[src/rtl/rx_word_packer.sv]
// Bit-serial to word deserialiser with a small word FIFO. Each buffered word is
// presented with an extract-enable that lasts exactly SYM_PER_WORD symbol slots.
module rx_word_packer #(
    parameter int DATA_W       = 16,
    parameter int SYM_PER_WORD = 4,
    parameter int FIFO_DEPTH   = 2
) (
    input  logic                          clk,
    input  logic                          rst,
    input  logic                          i_bit,
    input  logic                          i_bit_valid,
    input  logic                          i_hold,
    output logic [DATA_W-1:0]             o_data,
    output logic                          o_en_extract,
    output logic                          o_word_done,
    output logic [$clog2(FIFO_DEPTH):0]   o_fifo_level,
    output logic                          o_overflow
);

    localparam int BW = $clog2(DATA_W);
    localparam int AW = $clog2(FIFO_DEPTH);
    localparam int SW = (SYM_PER_WORD > 1) ? $clog2(SYM_PER_WORD) : 1;

    localparam logic [BW-1:0] LAST_BIT = BW'(DATA_W - 1);
    localparam logic [SW-1:0] LAST_SYM = SW'(SYM_PER_WORD - 1);
    localparam logic [AW:0]   DEPTH    = (AW + 1)'(FIFO_DEPTH);

    typedef enum logic {IDLE, EMIT} state_t;

    state_t              state, state_nxt;
    logic [DATA_W-1:0]   shift;
    logic [BW-1:0]       bit_cnt;
    logic [SW-1:0]       sym_cnt, sym_nxt;
    logic [DATA_W-1:0]   data_nxt;
    logic                en_nxt, done_nxt;

    logic [DATA_W-1:0]   mem [FIFO_DEPTH];
    logic [AW-1:0]       wr_ptr, rd_ptr;
    logic [AW:0]         level;

    logic                push, push_ok, pop, fifo_empty, fifo_full;
    logic [DATA_W-1:0]   push_word;

    assign push       = i_bit_valid && (bit_cnt == LAST_BIT);
    assign push_word  = {shift[DATA_W-2:0], i_bit};
    assign fifo_empty = (level == '0);
    assign fifo_full  = (level == DEPTH);
    // A pop in the same cycle frees the slot, so a full FIFO still accepts.
    assign push_ok    = push && (!fifo_full || pop);

    assign o_fifo_level = level;

    always_ff @(posedge clk or posedge rst) begin
        if (rst) begin
            shift   <= '0;
            bit_cnt <= '0;
        end else if (i_bit_valid) begin
            shift   <= push_word;
            bit_cnt <= (bit_cnt == LAST_BIT) ? '0 : bit_cnt + 1'b1;
        end
    end

    always_ff @(posedge clk) begin
        if (push_ok) mem[wr_ptr] <= push_word;
    end

    always_ff @(posedge clk or posedge rst) begin
        if (rst) begin
            wr_ptr     <= '0;
            rd_ptr     <= '0;
            level      <= '0;
            o_overflow <= 1'b0;
        end else begin
            if (push_ok) wr_ptr <= wr_ptr + 1'b1;
            if (pop)     rd_ptr <= rd_ptr + 1'b1;
            case ({push_ok, pop})
                2'b10:   level <= level + 1'b1;
                2'b01:   level <= level - 1'b1;
                default: level <= level;
            endcase
            if (push && !push_ok) o_overflow <= 1'b1;
        end
    end

    always_ff @(posedge clk or posedge rst) begin
        if (rst) begin
            state        <= IDLE;
            sym_cnt      <= '0;
            o_data       <= '0;
            o_en_extract <= 1'b0;
            o_word_done  <= 1'b0;
        end else begin
            state        <= state_nxt;
            sym_cnt      <= sym_nxt;
            o_data       <= data_nxt;
            o_en_extract <= en_nxt;
            o_word_done  <= done_nxt;
        end
    end

    always_comb begin
        state_nxt = state;
        sym_nxt   = sym_cnt;
        data_nxt  = o_data;
        en_nxt    = o_en_extract;
        done_nxt  = 1'b0;
        pop       = 1'b0;
        case (state)
            IDLE: begin
                en_nxt = 1'b0;
                if (!fifo_empty && !i_hold) begin
                    pop       = 1'b1;
                    data_nxt  = mem[rd_ptr];
                    en_nxt    = 1'b1;
                    sym_nxt   = '0;
                    state_nxt = EMIT;
                end
            end
            EMIT: begin
                if (o_en_extract && (sym_cnt == LAST_SYM)) begin
                    done_nxt = 1'b1;
                    // Chain straight into the next word to keep the enable contiguous.
                    if (!fifo_empty && !i_hold) begin
                        pop      = 1'b1;
                        data_nxt = mem[rd_ptr];
                        sym_nxt  = '0;
                        en_nxt   = 1'b1;
                    end else begin
                        en_nxt    = 1'b0;
                        state_nxt = IDLE;
                    end
                end else begin
                    if (o_en_extract) sym_nxt = sym_cnt + 1'b1;
                    en_nxt = !i_hold;
                end
            end
            default: state_nxt = IDLE;
        endcase
    end

endmodule

[config.mk]
export PLATFORM = sky130hd
export DESIGN_NAME = rx_word_packer
export DESIGN_NICKNAME = d
export VERILOG_FILES = /design/src/rtl/rx_word_packer.sv
export SDC_FILE = /design/constraint.sdc
export NUM_CORES = 1
export LEC_CHECK = 0
export BUFFER_PORTS_ARGS = -buffer_cell sky130_fd_sc_hd__buf_2
export CAP_MARGIN = 20
export CORE_UTILIZATION = 55
export CTS_BUF_LIST = sky130_fd_sc_hd__clkbuf_8
export CTS_CLUSTER_SIZE = 28
export DETAILED_ROUTE_END_ITERATION = 10
export PLACE_DENSITY = 0.77
export SKIP_CTS_REPAIR_TIMING = 1
export SYNTH_ARGS = -nofsm -noshare
export SYNTH_HDL_FRONTEND = slang
export SYNTH_SLANG_ARGS = --single-unit
[constraint.sdc]
create_clock -name clk -period 4.75 [get_ports clk]
set_clock_uncertainty 0.1 [all_clocks]
set_input_delay 0 -clock clk [delete_from_list [all_inputs] [get_ports clk]]
set_output_delay 0 -clock clk [all_outputs]
set_load 0.1 [all_outputs]
---- Yosys cells after proc, flatten, opt, wreduce, memory -nomap -nowiden ----
Memories as Yosys holds them, arrays and structs flattened.
Index checks and enable logic that the tools add are counted.
operators by class
  $add $sub $neg .......................... 6
  equality and inequality tests ........... 7
  muxes and demuxes ....................... 20
  bitwise gates (word level) .............. 1
  reductions and logical operators ........ 12
operators by type and width
  kind                                                   number
  2-to-1 mux 16 bit                                      2
  case mux 16 bit (2 select lines)                       1
  2-to-1 mux 1 bit                                       8
  case mux 2 bit (2 select lines)                        2
  equality test 2 bit, second input constant             3
  2-to-1 mux 2 bit                                       3
  case mux 1 bit (2 select lines)                        3
  logical AND 1 bit                                      5
  adder 2 x 1 -> 2 bit, second input constant            2
  adder 4 x 1 -> 4 bit, second input constant            1
  equality test 4 bit, second input constant             1
  zero test 1 bit                                        4
  2-to-1 mux 4 bit                                       1
  inequality test 3 x 2 -> 1 bit, second input constant  1
  adder 1 bit, second input constant                     2
  equality test 2 x 1 -> 1 bit, second input constant    1
  zero test 2 bit                                        1
  inequality test 2 x 1 -> 1 bit, second input constant  1
  nonzero test 2 bit                                     1
  subtractor 2 x 1 -> 2 bit, second input constant       1
  logical OR 1 bit                                       1
  inverter 1 bit                                         1
storage, ports and cells
  register bits after elaboration ......... 45
  RAM bits ................................ 32
  input port bits ......................... 5
  output and inout bits ................... 21
  word-level logic and storage cells ...... 58
  memories kept ........................... 1
memories
  memory  depth  bits a word  read ports  clocked after Yosys merged registers in  write ports  RTL line  text
  mem     2      16           1           0                                        1            37        logic [DATA_W-1:0] mem [FIFO_DEPTH];

---- Depth between registers and ports, before layout ----
Gate-level depths: netlist of the first run.
  word-level depth ........................ 10
  depth in mapped cells ................... 9
  mapped depth without buffers ............ 7

---- Least setup slack after synthesis of the first run ----
Ideal clock, no wire load.
  path kind ............................... register to register
  start point ............................. register level[0] (netlist: o_fifo_level[0])
  end point ............................... memory mem[1][0] (enable)
  setup time .............................. 0.389 ns
  arrival ................................. 2.107 ns
  required time ........................... 4.261 ns
  slack ................................... 2.154 ns
  stages on the path, launching flop included .. 4
  buffers on the path ..................... 0
  clock period less this slack ............ 2.596 ns
  cells stage by stage .................... dfrtp_1 > nand2b_1 > o31ai_2 > nor2_1
between the ends
  longest elaborated chain between the ends .. 10
  elaborated cells on any way between the ends .. 12
  those cells by class .................... 1 x eq/ne; 5 x mux; 6 x reduce/logical
ends and longest elaborated chain
  what                                        RTL line  text
  start, declared                             39        logic [AW:0] level;
  start signal, assigned                      77        2'b10: level <= level + 1'b1;
  start signal, assigned                      78        2'b01: level <= level - 1'b1;
  start signal, assigned                      79        default: level <= level;
  zero test 2 bit                             46        assign fifo_empty = (level == '0);
  zero test 1 bit                             111, 123
  logical AND 1 bit                           111, 123
  2-to-1 mux 1 bit                            111, 123
  2-to-1 mux 1 bit                            120       if (o_en_extract && (sym_cnt == LAST_SYM)) begin
  case mux 1 bit (2 select lines)             108       case (state)
  logical OR 1 bit (*)                        49        assign push_ok = push && (!fifo_full || pop);
  logical AND 1 bit (*)                       49
  2-to-1 mux 1 bit (*)                        64        if (push_ok) mem[wr_ptr] <= push_word;
  2-to-1 mux 1 bit (implied by the code) (*)  64
  end, declared                               37
Every way passes the cells marked *; elsewhere a longest branch is shown, timed or not.

---- Worst setup path after layout of the first run ----
  start point ............................. register sym_cnt[0]
  end point ............................... register level[1] (netlist: o_fifo_level[1])
between the ends
  longest elaborated chain between the ends .. 8
  elaborated cells on any way between the ends .. 10
  those cells by class .................... 3 x eq/ne; 3 x mux; 4 x reduce/logical
ends and longest elaborated chain
  what                                                                   RTL line  text
  start, declared                                                        33        logic [SW-1:0] sym_cnt, sym_nxt;
  start signal, assigned                                                 94        sym_cnt <= sym_nxt;
  equality test 2 bit (*)                                                120
  logical AND 1 bit (*)                                                  120
  2-to-1 mux 1 bit (*)                                                   120
  case mux 1 bit (2 select lines) (*)                                    108
  logical OR 1 bit                                                       49
  logical AND 1 bit                                                      49
  equality test 2 x 1 -> 1 bit or equality test 2 bit (tied branches)    76        case ({push_ok, pop})
  case mux 2 bit (2 select lines) or nonzero test 2 bit (tied branches)  -
Marks and branches as above.
A chain may end at the register's enable or synchronous reset.

==> results by group, run 1 <==
Layout
  • Post-layout util: 0.666
  • Commonest non-fill, non-tap cell in the layout: mux2_2
  • Share of post-route cells with drive strength above 1: 0.450
  • N_diodes: 0
  • Synth-to-Final Area Change: 15.1%
  • Most frequent cells in the layout: mux2_2, dfrtp_1, edfxtp_1, buf_2, clkbuf_8
  • Final instance area: around 3400 µm²
  • NumNets Final: between 200 and 250

Yosys
  • Seq/Total Area, Yosys: 0.698
  • Count of cell types in the netlist: 29
  • EDFF count, synth: 32
  • Synthesized area: 2990 µm²
  • Mean Syn Cell Area: 17.0 µm²
  • Post-synth top area share: 0.376
  • Syn nets: 184
  • Most area-hungry cell type in the Yosys netlist: dfrtp_1
  • Syn Inst Count: 176
  • FF+latch count, synth: 77
  • Primary FF master, synth: dfrtp_1
  • Async set or reset register ratio after synthesis: 0.584
  • Synth Warn #: 0
  • Top cells by area, synth: dfrtp_1, edfxtp_1, mux2_2, xnor2_1, ha_1

Route
  • DRC Markers: 0
  • Final WL: 4.54 mm
  • Vias per cell: 5.22
  • Drt first pass iters: 4
  • Post-route ant nets: 0
  • Via count: 1,502
  • Wire per inst: around 16 µm
  • Initial DRC Count: 77

Worst setup path
  • Critical Path Most Common Cell: ha_1
  • Crit path launch type: flop
  • Worst path bufs/invs: 1
  • Crit-path slowest cell: nor2b_2
  • Critical-path cell list: ha_1, a21boi_2, nor2b_2, buf_8, ha_1, nor2_1, xor2_1
  • Req. time, crit path: ~4.9 ns
  • Critical Path Fanout Max: 10
  • Crit path kind: flop to flop
  • Delay of the slowest critical-path stage: 0.53 ns
  • CP delay by family, top: simple AND/OR/NAND/NOR gates
  • Endpoint type of the worst setup path: flop
  • CP Data Arrival Time: ~2.4 ns

STA
  • Final setup viols: 0
  • Max Freq: roughly 450 MHz
  • Post-layout min period: 2.24 ns
  • Least-Margin Pin Slew: roughly 0.79 ns
  • Final hold vios: 0
  • Setup TNS: 0 ns
  • Final worst-path cycle share: 0.472
  • Slew HR: 0.474
  • Unrepaired setup endpoints after global routing: no
  • Slew Limit Fails: 0

Flow run
  • Max-Cap Viols: 0

Global routing
  • Vias in the first global route: approximately 1,600
  • Overall Global Routing Usage: 0.190
  • GRT overflow: 0
  • Pin count of the biggest net entering global routing: 46
  • First-pass GRT wire length: 7.51 mm
  • Antenna violations before repair: 0

Floorplanning
  • Initial core utilization: 0.578
  • Die Y: 75.8 µm
  • Core ar.: 5170 µm²
  • Rows: 26
  • Die area: 5740 µm²
  • Die width: 75.8 µm
  • Num ports: 26

Outcome
  • Outcome: completed

Place
  • Gpl congestion: 0.695
  • Area post-placement: 3180 µm²
  • HPWL Detailed: around 2.8 mm
  • # port buffers: 25

Clocking
  • Root buffer cell: clkbuf_8
  • Deepest clock path buffer count: 2
  • CTS Buf Count: 9
  • Clock sink count: 77
  • Max H-tree Level: 3
  • Clock-pin transition on the worst setup and hold timing paths: 0.08 ns
  • CTS tree: done
  • Clk Latency, worst-skew pair: 0.33 ns

Worst hold path
  • Worst hold path class: primary input to flop
-- per-layer routing --
metal  global-route usage  part of all wire
met1                0.226              0.43
met4                0.105             0.018
met5                    0                 0
met2                0.314              0.51
met3               0.0503             0.033
-- cells in the mapped netlist (2+ instances only) --
library cell  count
mux2_2           48
nor2_1            8
o21ai_0           3
inv_1             6
dfrtp_1          45
xnor2_1           5
nand2_1           3
edfxtp_1         32
xor2_1            2
buf_2             3
ha_1              3
-- per-stage QoR --
stage,setup slack [ns],instances,hold WS [ns]
global placement,2.34,268,0.0624
floorplan,2.15,176,-0.0336
detailed placement,2.21,268,0.0723
global route,2.38,288,0.0722
CTS,2.20,284,-0.289
finish,2.51,288,0.0558
-- flip-flops by register name, summed over array words and instances (netlist names), 2 cells and up --
name / flops
sym_cnt: 2
shift: 15
bit_cnt: 4
o_fifo_level: 2
o_data: 16
mem: 32
-- logic make-up after synthesis --
logic type      Yosys count  share of synthesized area
compound gates           11                     0.0355
buf+inv                  12                     0.0226
fa+ha+maj                 3                     0.0125
simple gates             18                     0.0305
flops                    77                      0.698
xor+xnor                  7                     0.0205
mux                      48                      0.181
-- tightest hold or removal path, delay by kind of cell --
family	cells	cell delay [ns]
buf+inv	1	0.25
xor+xnor	1	0.07
simple gates	1	0.13
-- worst paths after layout --
| check | from | end | slack, ns | cells past startpoint |
|---|---|---|---|---|
| min in group asynchronous | rst | o_word_done | 0.26 | 4 |
| setup reg to reg | sym_cnt[0] | o_fifo_level[1] | 2.51 | 7 |
| setup / recovery | sym_cnt[0] | o_fifo_level[1] | 2.51 | 7 |
| hold reg to reg | shift[4] | mem[0][5] | 0.40 | 0 |
| max in group asynchronous | rst | o_data[0] | 3.92 | 4 |
| hold / removal | i_bit_valid | bit_cnt[2] | 0.06 | 3 |
-- cell type report --
class	instances	area, µm²
Sequential cell	77	2090
Clock buffer	9	124
Clock inverter	7	90.1
Tap cell	70	87.6
Inverter	6	22.5
Timing Repair Buffer	32	193
Multi-Input combinational cell	87	840
Fill cell	367	1730
Power of run 1 is not shown: default switching activity piles up to over one toggle a cycle in this logic, so the estimate is an artifact.
==> run 2: changes to the inputs <==
Clock period 4.75 ns to 2.15 ns, I/O delays scaled along.
==> results by group, run 2 (synthesized netlist as in run 1, its figures left out) <==
Outcome
  • Outcome: completed

Worst setup path
  • Worst path bufs/invs: 0
  • Req. time, crit path: between 2 and 2.5 ns
  • Endpoint type of the worst setup path: flop
  • Crit path kind: flop to flop
  • Critical Path Fanout Max: 16
  • Delay of the slowest critical-path stage: 0.64 ns
  • Critical-path cell list: ha_1, and4_1, o31ai_2, nor2_2
  • Crit path launch type: flop
  • CP Data Arrival Time: 1.97 ns
  • Crit-path slowest cell: nor2_2
  • CP delay by family, top: simple AND/OR/NAND/NOR gates

Global routing
  • Antenna violations before repair: 0
  • GRT overflow: 0
  • Pin count of the biggest net entering global routing: 26
  • First-pass GRT wire length: 7.36 mm
  • Vias in the first global route: 1,518
  • Overall Global Routing Usage: 0.187

Worst hold path
  • Worst hold path class: primary input to asynchronous set/reset pin

Layout
  • Commonest non-fill, non-tap cell in the layout: mux2_2
  • Fill count: 364
  • N_diodes: 0
  • NumNets Final: 226
  • Number of flip-flops in the largest register: 32
  • Synth-to-Final Area Change: 14.8%
  • Multi-input logic area: 845 µm²
  • Share of post-route cells with drive strength above 1: 0.462
  • Final instance area: roughly 3400 µm²
  • Post-Layout Cell Count: 293
  • Most frequent cells in the layout: mux2_2, dfrtp_1, edfxtp_1, buf_2
  • Reg with most FFs: mem
  • Reg area: 2090 µm²
  • Largest regs: mem (32), o_data (16), shift (15)

STA
  • Slew Limit Fails: 0
  • Post-layout min period: around 2.1 ns
  • Unrepaired setup endpoints after global routing: yes
  • Final hold vios: 0
  • Least-Margin Pin Slew: 0.822 ns
  • Max Freq: 474 MHz
  • Setup TNS: 0 ns
  • Final worst-path cycle share: 0.980
  • Final setup viols: 0
  • Slew HR: 0.451

Clocking
  • Deepest clock path buffer count: 2
  • Clock-pin transition on the worst setup and hold timing paths: approximately 0.07 ns
  • CTS tree: done
  • Clk Latency, worst-skew pair: 0.33 ns
  • Max H-tree Level: 3
  • Root buffer cell: clkbuf_8
  • CTS Buf Count: 9
  • Clock sink count: 77

Floorplanning
  • Num ports: 26
  • Die area: 5740 µm²
  • Die width: 75.8 µm
  • Initial core utilization: 0.578
  • Die Y: 75.8 µm
  • Core ar.: 5170 µm²
  • Rows: 26

Route
  • Via count: about 1,500
  • Post-route ant nets: 0
  • Final WL: 4.69 mm
  • Initial DRC Count: around 110
  • Drt first pass iters: 5
  • Vias per cell: 5.17
  • DRC Markers: 0
  • Wire per inst: around 16 µm

Place
  • Area post-placement: 3230 µm²
  • # port buffers: 25
  • Gpl congestion: 0.733
  • Placed cells: roughly 270
  • HPWL Detailed: 3.05 mm

Flow run
  • Max-Cap Viols: 0
-- run 2: path summary, 6_finish.rpt --
check / start / endpoint / slack (ns) / cells past startpoint
worst max-delay path: bit_cnt[0] / mem[1][8] / 0.04 / 4
worst min-delay path: rst / o_data[11] / 0.16 / 4
worst max register to register: bit_cnt[0] / mem[1][8] / 0.04 / 4
worst min register to register: shift[14] / mem[0][15] / 0.38 / 0
max in group asynchronous: rst / o_fifo_level[0] / 1.49 / 4
min in group clk: i_hold / o_en_extract / 0.30 / 3
-- run 2: final cells by class --
class,instances,share of cell area
sequential,77,0.609
clock inverter,6,0.00729
multi-input combinational,87,0.246
inverter,6,0.00656
clock buffer,10,0.0401
tap,70,0.0255
timing repair buffer,37,0.0656
-- run 2: worst register-to-register path, delay by kind of cell (launching register included) --
kind	cells	cell delay, ns
simple gates	2	0.89
compound gates	1	0.10
flops	1	0.41
fa+ha+maj	1	0.23
-- run 2: per-stage QoR --
step                hold slack (ns)   util  setup slack, ns
CTS                          -0.393  0.656           0.0137
global placement            -0.0405  0.625           0.0872
detailed placement          -0.0275  0.625           0.0303
floorplan                   -0.0373      -           0.0421
global route                  0.187  0.664           -0.105
finish                        0.164  0.664           0.0420
-- run 2: per-layer routing --
metal	vias to the layer above	track usage	wire, µm
met5	-	0	0
met4	0	0.111	110
met2	25	0.319	2420
met1	762	0.218	2050
li1	720	-	-
met3	9	0.0410	106
Power of run 2 is left out for the same reason.
==> run 3: changes to the inputs <==
Settings changed: CORE_UTILIZATION 55 to 40, PLACE_DENSITY 0.77 to 0.6.
==> results by group, run 3 (synthesized netlist as in run 1, its figures left out) <==
Outcome
  • Outcome: completed

Flow run
  • Max-Cap Viols: 0

Global routing
  • GRT overflow: 0
  • Routing usage on met3: 0.0532
  • Met2 Usage GRT: 0.201
  • Antenna violations before repair: 0
  • Vias in the first global route: between 1,000 and 1,500
  • Met1 usage: 0.150
  • Most used routing layer: met2
  • Pin count of the biggest net entering global routing: 37
  • First-pass GRT wire length: between 7 and 8 mm
  • Overall Global Routing Usage: 0.126

Layout
  • Reg with most FFs: mem
  • Number of flip-flops in the largest register: 32
  • Commonest non-fill, non-tap cell in the layout: mux2_2
  • Fill count: roughly 650
  • Largest regs: mem (32), o_data (16), shift (15)
  • NumNets Final: 226
  • N_diodes: 0
  • Most frequent cells in the layout: mux2_2, dfrtp_1, edfxtp_1, buf_2, clkbuf_8
  • Multi-input logic area: around 840 µm²
  • Share of post-route cells with drive strength above 1: 0.473
  • Synth-to-Final Area Change: 16.6%
  • Reg area: 2090 µm²

Worst setup path
  • Crit path launch type: flop
  • CP Data Arrival Time: 1.90 ns
  • Crit path kind: flop to flop
  • Critical Path Fanout Max: 16
  • Worst path bufs/invs: 0
  • Critical-path cell list: ha_1, and3b_1, o31ai_2, nor2_2
  • Endpoint type of the worst setup path: flop
  • Crit-path slowest cell: nor2_2
  • Req. time, crit path: 2.02 ns
  • CP delay by family, top: simple AND/OR/NAND/NOR gates
  • Delay of the slowest critical-path stage: ~0.65 ns

STA
  • Final hold vios: 0
  • Hold Slack: 0.256 ns
  • Least-Margin Pin Slew: 0.842 ns
  • Unrepaired setup endpoints after global routing: yes
  • Max Freq: 493 MHz
  • Final setup viols: 0
  • Post-layout min period: slightly above 2 ns
  • Final worst-path cycle share: 0.944
  • Setup TNS: 0 ns
  • Slew Limit Fails: 0
  • Slew HR: 0.438

Clocking
  • CTS Buf Count: 9
  • Max H-tree Level: 3
  • Deepest clock path buffer count: 2
  • Clk Latency, worst-skew pair: 0.34 ns
  • Clock-pin transition on the worst setup and hold timing paths: 0.07 ns
  • Clock sink count: 77
  • CTS tree: done
  • Root buffer cell: clkbuf_8

Route
  • Final WL: 4.43 mm
  • Wire per inst: 13.8 µm
  • Via count: ~1,500
  • DRC Markers: 0
  • Post-route ant nets: 0
  • Initial DRC Count: 37
  • Vias per cell: roughly 4.7
  • Drt first pass iters: 4

Floorplanning
  • Initial core utilization: 0.412
  • Num ports: 26
  • Die Y: just under 90 µm
  • Die area: 7830 µm²
  • Rows: 31
  • Die width: a little under 90 µm
  • Core ar.: 7250 µm²

Place
  • Gpl congestion: 0.669
  • HPWL Detailed: 2.79 mm
  • # port buffers: 25

Worst hold path
  • Worst hold path class: primary input to asynchronous set/reset pin
-- run 3: cell count changes in the layout (fill, tap and decap cells not counted), sizes merged --
cell      change
clkinv        +1
clkbuf        -1
inv           -3
clkinvlp      +2
-- run 3: metrics by stage --
stage / utilization / instances / area, µm² / worst slack (ns)
final: 0.481 / 321 / 3490 / 0.120
after global routing: 0.481 / 321 / 3490 / -0.0543
after CTS: 0.475 / 317 / 3450 / 0.0769
after detailed placement: 0.454 / 302 / 3290 / 0.0887
after global placement: 0.454 / 302 / 3290 / 0.102
after floorplan: - / 176 / 3000 / 0.0421
-- run 3: per-layer routing --
layer | part of all wire | vias to the layer above
li1 | - | 728
met1 | 0.47 | 747
met2 | 0.47 | 27
met3 | 0.039 | 7
met4 | 0.017 | 0
met5 | 0 | -
-- run 3: final cells by class --
type | count | share of cell area
multi-input combinational | 87 | 0.242
tap | 99 | 0.0355
clock buffer | 9 | 0.0355
clock inverter | 6 | 0.00933
sequential | 77 | 0.599
timing repair buffer | 37 | 0.0717
inverter | 6 | 0.00646
-- run 3: worst paths after layout --
check | cells past startpoint | slack [ns] | startpoint | endpoint
hold / removal | 3 | 0.26 | rst | shift[8]
setup reg to reg | 4 | 0.12 | sym_cnt[0] | mem[0][10]
max in group asynchronous | 4 | 1.06 | rst | o_data[15]
min in group clk | 3 | 0.28 | i_hold | o_en_extract
setup / recovery | 4 | 0.12 | sym_cnt[0] | mem[0][10]
hold reg to reg | 0 | 0.38 | shift[14] | mem[0][15]
-- run 3: worst min-delay path, delay by kind of cell --
| kind | cells | cell delay, ns |
|---|---|---|
| buffers and inverters | 3 | 1.21 |
Power of run 3 is left out for the same reason.
